==> src/rtl/bcd_click_counter.sv <==
// rtl/bcd_click_counter.sv - debounced three-key multi-digit counter with multiplexed seven-segment drive
//
// Ports:
//   clk        sole clock, all state on rising edge
//   rst_n      synchronous active-low reset
//   clr_key    raw clear button, high = pressed, asynchronous to clk
//   inc_key    raw increment button, high = pressed, asynchronous to clk
//   dec_key    raw decrement button, high = pressed, asynchronous to clk
//   count      counter value, digit i at [4i+3:4i], digit 0 least significant
//   segm       active-low segments {g,f,e,d,c,b,a} of the scanned digit
//   digit_sel  active-low one-hot enable of the scanned digit
//   ovf        one-cycle pulse on inc at maximum or dec at zero
module bcd_click_counter #(
    parameter int DIGITS          = 4,
    parameter int DECIMAL         = 1,
    parameter int WRAP            = 1,
    parameter int DEBOUNCE_CYCLES = 4,
    parameter int SCAN_DIV        = 2
) (
    input  logic                  clk,
    input  logic                  rst_n,
    input  logic                  clr_key,
    input  logic                  inc_key,
    input  logic                  dec_key,
    output logic [4*DIGITS-1:0]   count,
    output logic [6:0]            segm,
    output logic [DIGITS-1:0]     digit_sel,
    output logic                  ovf
);

    localparam int DB_W  = $clog2(DEBOUNCE_CYCLES + 1);
    localparam int IDX_W = (DIGITS > 1) ? $clog2(DIGITS) : 1;
    localparam int DIV_W = (SCAN_DIV > 1) ? $clog2(SCAN_DIV) : 1;
    localparam logic [3:0] DIGIT_MAX = (DECIMAL != 0) ? 4'd9 : 4'hF;
    localparam logic [DIGITS-1:0] SEL_RESET = ~DIGITS'(1);

    // Key index: 0 = clear, 1 = increment, 2 = decrement
    logic [2:0]      raw_keys;
    logic [2:0]      sync1;
    logic [2:0]      sync2;
    logic [2:0]      accepted;
    logic [2:0]      press;
    logic [DB_W-1:0] stable_cnt [3];

    assign raw_keys = {dec_key, inc_key, clr_key};

    // The filter counts consecutive cycles the synchronised level disagrees
    // with the accepted level; any agreement restarts the count, so short
    // glitches never reach the threshold.
    always_ff @(posedge clk) begin
        if (!rst_n) begin
            sync1    <= '0;
            sync2    <= '0;
            accepted <= '0;
            press    <= '0;
            for (int k = 0; k < 3; k++) begin
                stable_cnt[k] <= '0;
            end
        end else begin
            sync1 <= raw_keys;
            sync2 <= sync1;
            for (int k = 0; k < 3; k++) begin
                press[k] <= 1'b0;
                if (sync2[k] == accepted[k]) begin
                    stable_cnt[k] <= '0;
                end else if (stable_cnt[k] == DB_W'(DEBOUNCE_CYCLES - 1)) begin
                    accepted[k]   <= sync2[k];
                    stable_cnt[k] <= '0;
                    // only an accepted rising level is an event
                    press[k]      <= sync2[k];
                end else begin
                    stable_cnt[k] <= stable_cnt[k] + 1'b1;
                end
            end
        end
    end

    // Ripple increment / decrement. A carry or borrow out of the top digit
    // means the counter was at MAX or zero; the rippled value is then
    // already the wrapped result.
    logic [4*DIGITS-1:0] inc_val;
    logic [4*DIGITS-1:0] dec_val;
    logic                carry;
    logic                borrow;

    always_comb begin
        inc_val = count;
        dec_val = count;
        carry   = 1'b1;
        borrow  = 1'b1;
        for (int i = 0; i < DIGITS; i++) begin
            if (carry) begin
                if (count[4*i +: 4] == DIGIT_MAX) begin
                    inc_val[4*i +: 4] = 4'd0;
                end else begin
                    inc_val[4*i +: 4] = count[4*i +: 4] + 4'd1;
                    carry = 1'b0;
                end
            end
            if (borrow) begin
                if (count[4*i +: 4] == 4'd0) begin
                    dec_val[4*i +: 4] = DIGIT_MAX;
                end else begin
                    dec_val[4*i +: 4] = count[4*i +: 4] - 4'd1;
                    borrow = 1'b0;
                end
            end
        end
    end

    always_ff @(posedge clk) begin
        if (!rst_n) begin
            count <= '0;
            ovf   <= 1'b0;
        end else begin
            ovf <= 1'b0;
            if (press[0]) begin
                count <= '0;
            end else if (press[1] && press[2]) begin
                count <= count;
            end else if (press[1]) begin
                ovf <= carry;
                if (!carry || WRAP != 0) begin
                    count <= inc_val;
                end
            end else if (press[2]) begin
                ovf <= borrow;
                if (!borrow || WRAP != 0) begin
                    count <= dec_val;
                end
            end
        end
    end

    // Display scan
    logic [IDX_W-1:0]  scan_idx;
    logic [IDX_W-1:0]  scan_idx_next;
    logic [DIV_W-1:0]  scan_div;
    logic [DIGITS-1:0] sel_next;

    always_comb begin
        scan_idx_next = (scan_idx == IDX_W'(DIGITS - 1)) ? '0 : scan_idx + 1'b1;
        sel_next      = '1;
        for (int i = 0; i < DIGITS; i++) begin
            if (scan_idx_next == IDX_W'(i)) begin
                sel_next[i] = 1'b0;
            end
        end
    end

    // digit_sel is registered alongside the index so it always matches it
    always_ff @(posedge clk) begin
        if (!rst_n) begin
            scan_idx  <= '0;
            scan_div  <= '0;
            digit_sel <= SEL_RESET;
        end else if (scan_div == DIV_W'(SCAN_DIV - 1)) begin
            scan_div  <= '0;
            scan_idx  <= scan_idx_next;
            digit_sel <= sel_next;
        end else begin
            scan_div <= scan_div + 1'b1;
        end
    end

    logic [3:0] shown_digit;

    always_comb begin
        shown_digit = 4'd0;
        for (int i = 0; i < DIGITS; i++) begin
            if (scan_idx == IDX_W'(i)) begin
                shown_digit = count[4*i +: 4];
            end
        end
    end

    always_comb begin
        segm = 7'b1111111;
        case (shown_digit)
            4'h0: segm = 7'b1000000;
            4'h1: segm = 7'b1111001;
            4'h2: segm = 7'b0100100;
            4'h3: segm = 7'b0110000;
            4'h4: segm = 7'b0011001;
            4'h5: segm = 7'b0010010;
            4'h6: segm = 7'b0000010;
            4'h7: segm = 7'b1111000;
            4'h8: segm = 7'b0000000;
            4'h9: segm = 7'b0010000;
            4'hA: segm = 7'b0001000;
            4'hB: segm = 7'b0000011;
            4'hC: segm = 7'b1000110;
            4'hD: segm = 7'b0100001;
            4'hE: segm = 7'b0000110;
            4'hF: segm = 7'b0001110;
            default: segm = 7'b1111111;
        endcase
    end

endmodule

==> config.mk <==
export PLATFORM = sky130hd
export DESIGN_NAME = bcd_click_counter
export DESIGN_NICKNAME = d
export VERILOG_FILES = /design/src/rtl/bcd_click_counter.sv
export SDC_FILE = /design/constraint.sdc
export NUM_CORES = 1
export LEC_CHECK = 0
export CORE_ASPECT_RATIO = 0.6
export CORE_UTILIZATION = 47
export CTS_CLUSTER_SIZE = 20
export DETAILED_ROUTE_END_ITERATION = 6
export HOLD_SLACK_MARGIN = 0.15
export PLACE_DENSITY_LB_ADDON = 0.15
export SYNTH_ARGS = -nofsm -noshare
export SYNTH_HDL_FRONTEND = slang
export SYNTH_SLANG_ARGS = --single-unit
export TNS_END_PERCENT = 30
==> constraint.sdc <==
create_clock -name clk -period 2.2 [get_ports clk]
set_input_delay 0.44 -clock clk [delete_from_list [all_inputs] [get_ports clk]]
set_output_delay 0.44 -clock clk [all_outputs]
set_load 0.02 [all_outputs]
==> results.md, run 1 <==
* Area of the core at 0.00568 mm2
* All-Layer GR Usage at 22.3%
* CP Cell Sequence: inv_4, ha_4, buf_6, nand2_2, o211a_1, a221oi_2, buf_4, buf_6, mux2i_1, mux2i_2, buf_4
* Max layer used: met4
* Area added between synthesis and finish at 34.7%
* Area used by multi-input combinational logic at 0.00183 mm2
* Relative max-transition margin at 55.9%
* Global-route wire length before repair at 10700 um
* Number of cells on the critical path at 11
* Flip-flop and latch count after synthesis at 45
* Congestion Overflow GR at 0
* Wire length on met3 at 352 um
* Min Hold Slack at 0.435 ns
* Most numerous cell in the Yosys netlist: sky130_fd_sc_hd__dfxtp_1
* Remaining antenna violation count after routing at 0
* Longest Clk Path Bufs at 2
* Failing checks: negative setup slack
* Layout filler cell count at 490
* Count of mapped cells out of synthesis at 328
* CTS Root Buffer Type: sky130_fd_sc_hd__clkbuf_8
* Routed wire length at 6830 um
* Setup Crit Path Kind: reg -> out
* Number of search-and-repair iterations in the first detailed-routing pass at 5
* Basic-gate share of the synthesized area counting and, or, nand and nor cells at 22.6%
* GP Congestion at 0.869
* Mean number of vias per cell at 5.32
* Via count of the routed design at 2576
* Number of rows in the core area at 21
* Routed met2 length at 2960 um
* Post-Route M1 WL at 3480 um
* Post-synthesis cell area at 0.00282 mm2
* Number of warnings issued by yosys at 0
* Layout Nets at 428
* Die width at 102 um
* Minimum setup slack after placement at -0.609 ns
* Worst Path Buf+Inv at 5
* Timing-limited maximum frequency at 370 MHz
* Pin count of the biggest net entering global routing at 36
* Main combinational cell family by area after synthesis: simple AND/OR/NAND/NOR gates
* Fin crit period at 2.71 ns
* Setup skew after layout at 0.00783 ns
* Syn avg cell area at 8.61 um2
* Die Span Y at 62.0 um
* Share of flip-flops with an asynchronous set or reset after synthesis at 0%
* Initial antenna violation count at 0
* Startpoint Class: flip-flop
* Crit path largest cell delay at 0.38 ns
* Detail-routed net length per standard cell at 14.1 um
* CP max-delay cell: sky130_fd_sc_hd__dfxtp_4
* Dpl cell area at 0.00358 mm2
* Unique cell type count in the Yosys netlist at 57
* Leading post-synthesis cells by instance count: sky130_fd_sc_hd__dfxtp_1, sky130_fd_sc_hd__nor2_1, sky130_fd_sc_hd__nand2_1, sky130_fd_sc_hd__ha_1, sky130_fd_sc_hd__o21ai_0
* Number of synthesized flops with an enable pin at 9
* Clock-pin transition on the worst setup and hold timing paths at 0.08 ns
* Leading register cell type out of synthesis: sky130_fd_sc_hd__dfxtp_1
* Synth Area in XOR/XNOR at 4.65%
* Die Outline Area at 0.00633 mm2
* Number of instances on the worst hold path at 1
* Largest vdd supply drop at 0.255 mV
* Tightest Pin Transition at 0.661 ns
* Data required time of the worst path at 1.76 ns
* Initial core utilization at 49.8%
* Number of global-route vias before repair at 2214
* Leakage power figure at 1.55 nW
* Sequential cell area fraction in the yosys report at 35.1%
* P per Cell Area at 487 mW/mm2
* Cells on worst reg2reg path at 5
* Post-synth top area cell: sky130_fd_sc_hd__dfxtp_1
* Setup violations, final at 7
* DRC violation count after routing at 0
* Setup repair after global routing missed its margin: true
* Top cells by area in the synthesized netlist: sky130_fd_sc_hd__dfxtp_1, sky130_fd_sc_hd__edfxtp_1, sky130_fd_sc_hd__ha_1
* Max-slew violation count at 0
* Sink Count at 45
* CTS H-tree lvls at 2
* Total of max-cap violations at 0
* Post-synth top area share at 25.5%
* Input/output buffers at 32
* Share of the synthesized area in compound gates (AO/OA/AOI/OAI) at 17.1%
* Highest fanout seen on the critical path at 6
* HPWL after detailed placement at 4780 um
* Capturing element type of the critical path: output port
* Result of the run: finished, violations left
* Diodes inserted at 0
* Hold Crit Class: reg -> reg
* Number of CTS-inserted buffers at 5
* Share of the clock period used by the worst path at 123%
* Total count of hold-check failures in the final report at 0
* Area occupied by registers at 998 um2
* Final Instance Area at 0.00380 mm2
* Clock latency on the worst-skew pair at 0.30 ns
* Share of final-layout standard cells stronger than drive strength 1 at 24.5%
* Least setup slack across all paths after layout at -0.506 ns
* Count of routing violations after the opening detailed-route iteration at 171
* TritonCTS clock tree: built
* Fraction of the mapped netlist area in adder cells at 8.86%
* Share of synthesized area spent on multiplexers at 5.32%
* IO Pins at 33
* Data arrival at the endpoint of the critical path at 2.27 ns
* Dominant delay contributor by cell family on the critical path: buffers and inverters
* Number of cells after detailed placement at 467
* Non-filler cells in the finished layout at 484
## sequential cells by signal, indices dropped and copies added (netlist names)
signal / cells
count: 16
stable_cnt: 9
digit_sel: 4
accepted: 3
press: 3
sync1: 3
sync2: 3
scan_idx: 2
ovf: 1
scan_div: 1
## repair_timing
item | 4_1_cts | 5_1_grt
hold buffers | 0 | 0
pin swaps | 2 | 3
gates resized for setup | 42 | 5
endpoints found under the setup margin | 7 | 7
buffers inserted | 4 | 5
## placed cells by master (no fill, tap or decap), types with 3 or more instances in the layout
cell type,count
sky130_fd_sc_hd__ha_4,5
sky130_fd_sc_hd__nor2_1,28
sky130_fd_sc_hd__edfxtp_1,9
sky130_fd_sc_hd__o22ai_2,4
sky130_fd_sc_hd__nand3b_1,5
sky130_fd_sc_hd__nand2_2,3
sky130_fd_sc_hd__a22oi_1,4
sky130_fd_sc_hd__a211oi_1,3
sky130_fd_sc_hd__ha_1,14
sky130_fd_sc_hd__clkbuf_8,5
sky130_fd_sc_hd__o21ai_0,17
sky130_fd_sc_hd__mux2i_1,13
sky130_fd_sc_hd__xnor2_1,6
sky130_fd_sc_hd__nor2b_1,9
sky130_fd_sc_hd__a21oi_1,14
sky130_fd_sc_hd__conb_1,9
sky130_fd_sc_hd__nand2b_1,8
sky130_fd_sc_hd__nand3_1,7
sky130_fd_sc_hd__clkdlybuf4s50_1,25
sky130_fd_sc_hd__o211ai_1,3
sky130_fd_sc_hd__and3_1,4
sky130_fd_sc_hd__dfxtp_1,34
sky130_fd_sc_hd__nand2_1,20
sky130_fd_sc_hd__buf_2,5
sky130_fd_sc_hd__inv_1,15
sky130_fd_sc_hd__xor2_1,8
sky130_fd_sc_hd__and2_1,6
sky130_fd_sc_hd__buf_4,50
sky130_fd_sc_hd__and4b_1,3
sky130_fd_sc_hd__nor3_1,12
## through the flow
step,TNS (ns),utilization [%],power (W)
floorplan,0,-,0.00109
global placement,-3.54,63.2,0.00121
detailed placement,-4.01,63.2,0.00122
CTS,-3.00,66.2,0.00185
global route,-3.87,67.0,0.00193
finish,-2.97,67.0,0.00185
## final timing paths
| path | start | to | slack [ns] |
|---|---|---|---|
| worst min-delay path | sync1[1]$_SDFF_PN0_ | sync2[1]$_SDFF_PN0_ | 0.43 |
| worst max-delay path | scan_idx[1]$_SDFFE_PN0P_ | segm[3] | -0.51 |
| worst max register to register | count[2]$_SDFFE_PP0P_ | count[9]$_SDFFE_PP0P_ | 0.17 |
| worst min register to register | sync1[1]$_SDFF_PN0_ | sync2[1]$_SDFF_PN0_ | 0.43 |
## metal layers
| layer | GRT usage, % | up-vias |
|---|---|---|
| li1 | - | 1297 |
| met1 | 32.2 | 1212 |
| met2 | 33.5 | 62 |
| met3 | 4.70 | 5 |
| met4 | 7.14 | 0 |
| met5 | 0 | - |
## cell families after synthesis
| logic type | count (synthesis) |
|---|---|
| AO/OA/AOI/OAI | 71 |
| adder cells (fa/ha/maj) | 20 |
| AND/OR/NAND/NOR | 120 |
| buffers and inverters | 41 |
| multiplexers | 15 |
| flip-flops | 45 |
| XOR/XNOR | 15 |
| other | 1 |
## power breakdown
group / internal (W) / switching [W]
Sequential: 0.000863 / 0.0000219
Clock: 0.000336 / 0.000282
Combinational: 0.000176 / 0.000174
Total: 0.00137 / 0.000478
## cell type report
class / instances / area share, %
Multi-Input combinational cell: 250 / 48.2
Clock inverter: 2 / 0.888
Sequential cell: 45 / 26.2
Inverter: 18 / 1.91
Timing Repair Buffer: 83 / 18.2
Clock buffer: 6 / 1.91
Tap cell: 80 / 2.63
## worst register-to-register path, stage by stage (launching register included)
cell	delay (ns)
sky130_fd_sc_hd__dfxtp_1	0.36
sky130_fd_sc_hd__buf_4	0.20
sky130_fd_sc_hd__or4b_1	0.49
sky130_fd_sc_hd__nor3_2	0.21
sky130_fd_sc_hd__a32oi_1	0.23
sky130_fd_sc_hd__o311a_1	0.42
Note: power is estimated with default switching activity, not from simulation.
==> run 2: changes to the inputs <==
MAX_ROUTING_LAYER = met4   (was default)
clock period = 2.65 ns   (was 2.2 ns; I/O delays follow)
==> results.md, run 2 (synthesized netlist as in run 1, its figures left out) <==
* Crit path largest cell delay at 0.41 ns
* Area added between synthesis and finish at 27.8%
* Data required time of the worst path at 2.12 ns
* Die width at 102 um
* Cell internal pwr at 0.00102 W
* Largest register FFs at 16
* Tightest Pin Transition at 0.605 ns
* Total count of hold-check failures in the final report at 0
* Largest vdd supply drop at 0.259 mV
* Number of CTS-inserted buffers at 5
* Initial core utilization at 49.8%
* Setup Crit Path Kind: reg -> out
* Setup skew after layout at 0.00768 ns
* Global-route wire length before repair at 10000 um
* Sw Ratio at 27.4%
* Post-CTS Setup Bufs at 0
* Dpl cell area at 0.00346 mm2
* Timing-limited maximum frequency at 373 MHz
* Die Span Y at 62.0 um
* All-Layer GR Usage at 21.6%
* Least setup slack across all paths after layout at -0.0299 ns
* P per Cell Area at 391 mW/mm2
* Remaining antenna violation count after routing at 0
* GR Util met1 at 30.5%
* Count of routing violations after the opening detailed-route iteration at 166
* Relative max-transition margin at 59.7%
* Area of the core at 0.00568 mm2
* Mean number of vias per cell at 5.25
* Combinational group share of total power at 17.5%
* CTS Root Buffer Type: sky130_fd_sc_hd__clkbuf_8
* Via count of the routed design at 2472
* Met3 track utilization from global routing at 3.36%
* TritonCTS clock tree: built
* Diodes inserted at 0
* Clock-pin transition on the worst setup and hold timing paths at 0.09 ns
* Layout Nets at 415
* HPWL after detailed placement at 4770 um
* Minimum setup slack after placement at -0.437 ns
* Share of total power in sequential cells at 52.1%
* Leakage power figure at 1.44 nW
* Startpoint Class: flip-flop
* Number of global-route vias before repair at 2104
* Pin count of the biggest net entering global routing at 36
* Top Registers: count x16, stable_cnt x9, digit_sel x4
* Share of final-layout standard cells stronger than drive strength 1 at 19.4%
* Fin crit period at 2.68 ns
* Hold Crit Class: reg -> reg
* Part of the total power dissipated in the clock network at 30.4%
* Most frequent cells in the layout: sky130_fd_sc_hd__buf_4, sky130_fd_sc_hd__dfxtp_1, sky130_fd_sc_hd__nor2_1
* Longest Clk Path Bufs at 2
* Detail-routed net length per standard cell at 13.6 um
* Congestion Overflow GR at 0
* Die Outline Area at 0.00633 mm2
* Max-slew violation count at 0
* Failing checks: negative setup slack
* Clock latency on the worst-skew pair at 0.29 ns
* CTS H-tree lvls at 2
* Global-route track usage on met2 at 32.9%
* Share of the clock period used by the worst path at 101%
* Register ranked first by flip-flop count: count
* Total of max-cap violations at 0
* Min Hold Slack at 0.437 ns
* GP Congestion at 0.821
* Initial antenna violation count at 0
* Setup violations, final at 1
* Layout filler cell count at 498
* Result of the run: finished, violations left
* Most common cell after layout, fill and taps aside: sky130_fd_sc_hd__buf_4
* Final Instance Area at 0.00361 mm2
* IO Pins at 33
* Number of search-and-repair iterations in the first detailed-routing pass at 4
* Setup repair after global routing missed its margin: true
* Capturing element type of the critical path: output port
* Sink Count at 45
* Core Util, Final at 63.6%
* Number of rows in the core area at 21
* Highest fanout seen on the critical path at 5
* Input/output buffers at 32
* Total net switching power at 0.000386 W
* Routed wire length at 6410 um
* CP max-delay cell: sky130_fd_sc_hd__dfxtp_4
* Most heavily used metal layer in global routing: met2
* Data arrival at the endpoint of the critical path at 2.15 ns
* DRC violation count after routing at 0
* CP Cell Sequence: inv_4, ha_4, nor2b_1, o21ai_1, nand2_2, inv_2, ha_2, mux2i_1, o22ai_1, buf_2
[run 2: final cells by class]
| type | count | area (um2) | share of cell area, % |
|---|---|---|---|
| Clock buffer | 6 | 72.6 | 2.01 |
| Clock inverter | 2 | 15.0 | 0.416 |
| Inverter | 18 | 72.6 | 2.01 |
| Multi-Input combinational cell | 250 | 1760 | 48.6 |
| Sequential cell | 45 | 998 | 27.7 |
| Tap cell | 80 | 100 | 2.77 |
| Timing Repair Buffer | 70 | 594 | 16.5 |
[run 2: metrics by stage]
| step | total power, W | setup TNS (ns) | instances |
|---|---|---|---|
| 2_1_floorplan | 0.000882 | 0 | 336 |
| 3_3_place_gp | 0.000983 | -1.70 | 463 |
| 3_5_place_dp | 0.000988 | -2.44 | 463 |
| 4_1_cts | 0.00141 | -0.0329 | 471 |
| 5_1_grt | 0.00147 | -0.690 | 471 |
| 6_report | 0.00141 | -0.0299 | 471 |
[run 2: per-layer routing]
metal / part of all wire [%] / up-vias
met5: 0 / -
li1: - / 1271
met3: 6.0 / 5
met1: 51 / 1140
met4: 0.56 / 0
met2: 43 / 56
[run 2: final timing paths]
check / start / to / slack, ns / cells past startpoint
max: scan_idx[0]$_SDFFE_PN0P_ / segm[4] / -0.03 / 10
min: sync1[1]$_SDFF_PN0_ / sync2[1]$_SDFF_PN0_ / 0.44 / 1
max reg2reg: press[1]$_SDFF_PP0_ / count[5]$_SDFFE_PP0P_ / 0.49 / 6
min reg2reg: sync1[1]$_SDFF_PN0_ / sync2[1]$_SDFF_PN0_ / 0.44 / 1
[run 2: what timing repair did]
action	4_1_cts	5_1_grt
pin swaps	2	2
setup endpoints to repair	7	7
endpoints found under the hold margin	0	0
gates cloned	0	0
gates resized for setup	55	6
hold buffers	0	0
[run 2: worst max-delay path: cells and delay by family, from the launching register on]
kind | cells | cell delay (ns)
flip-flops | 1 | 0.41
multiplexers | 1 | 0.09
AO/OA/AOI/OAI | 2 | 0.35
adder cells (fa/ha/maj) | 2 | 0.41
AND/OR/NAND/NOR | 2 | 0.24
buffers and inverters | 3 | 0.35
[run 2: power groups by stage]
stage	clock, W	combinational [W]	sequential [W]
after CTS	0.000436	0.000241	0.000734
after global placement	0	0.000238	0.000745
after global routing	0.000463	0.000274	0.000737
final	0.000428	0.000247	0.000734
after floorplan	0	0.000134	0.000749
after detailed placement	0	0.000241	0.000747
==> run 3: changes to the inputs <==
CTS_CLUSTER_DIAMETER = 30   (was default)
CTS_CLUSTER_SIZE = 24   (was 20)
==> results of run 3 <==
No change in the layout: final DEF, timing and power equal those of run 2.
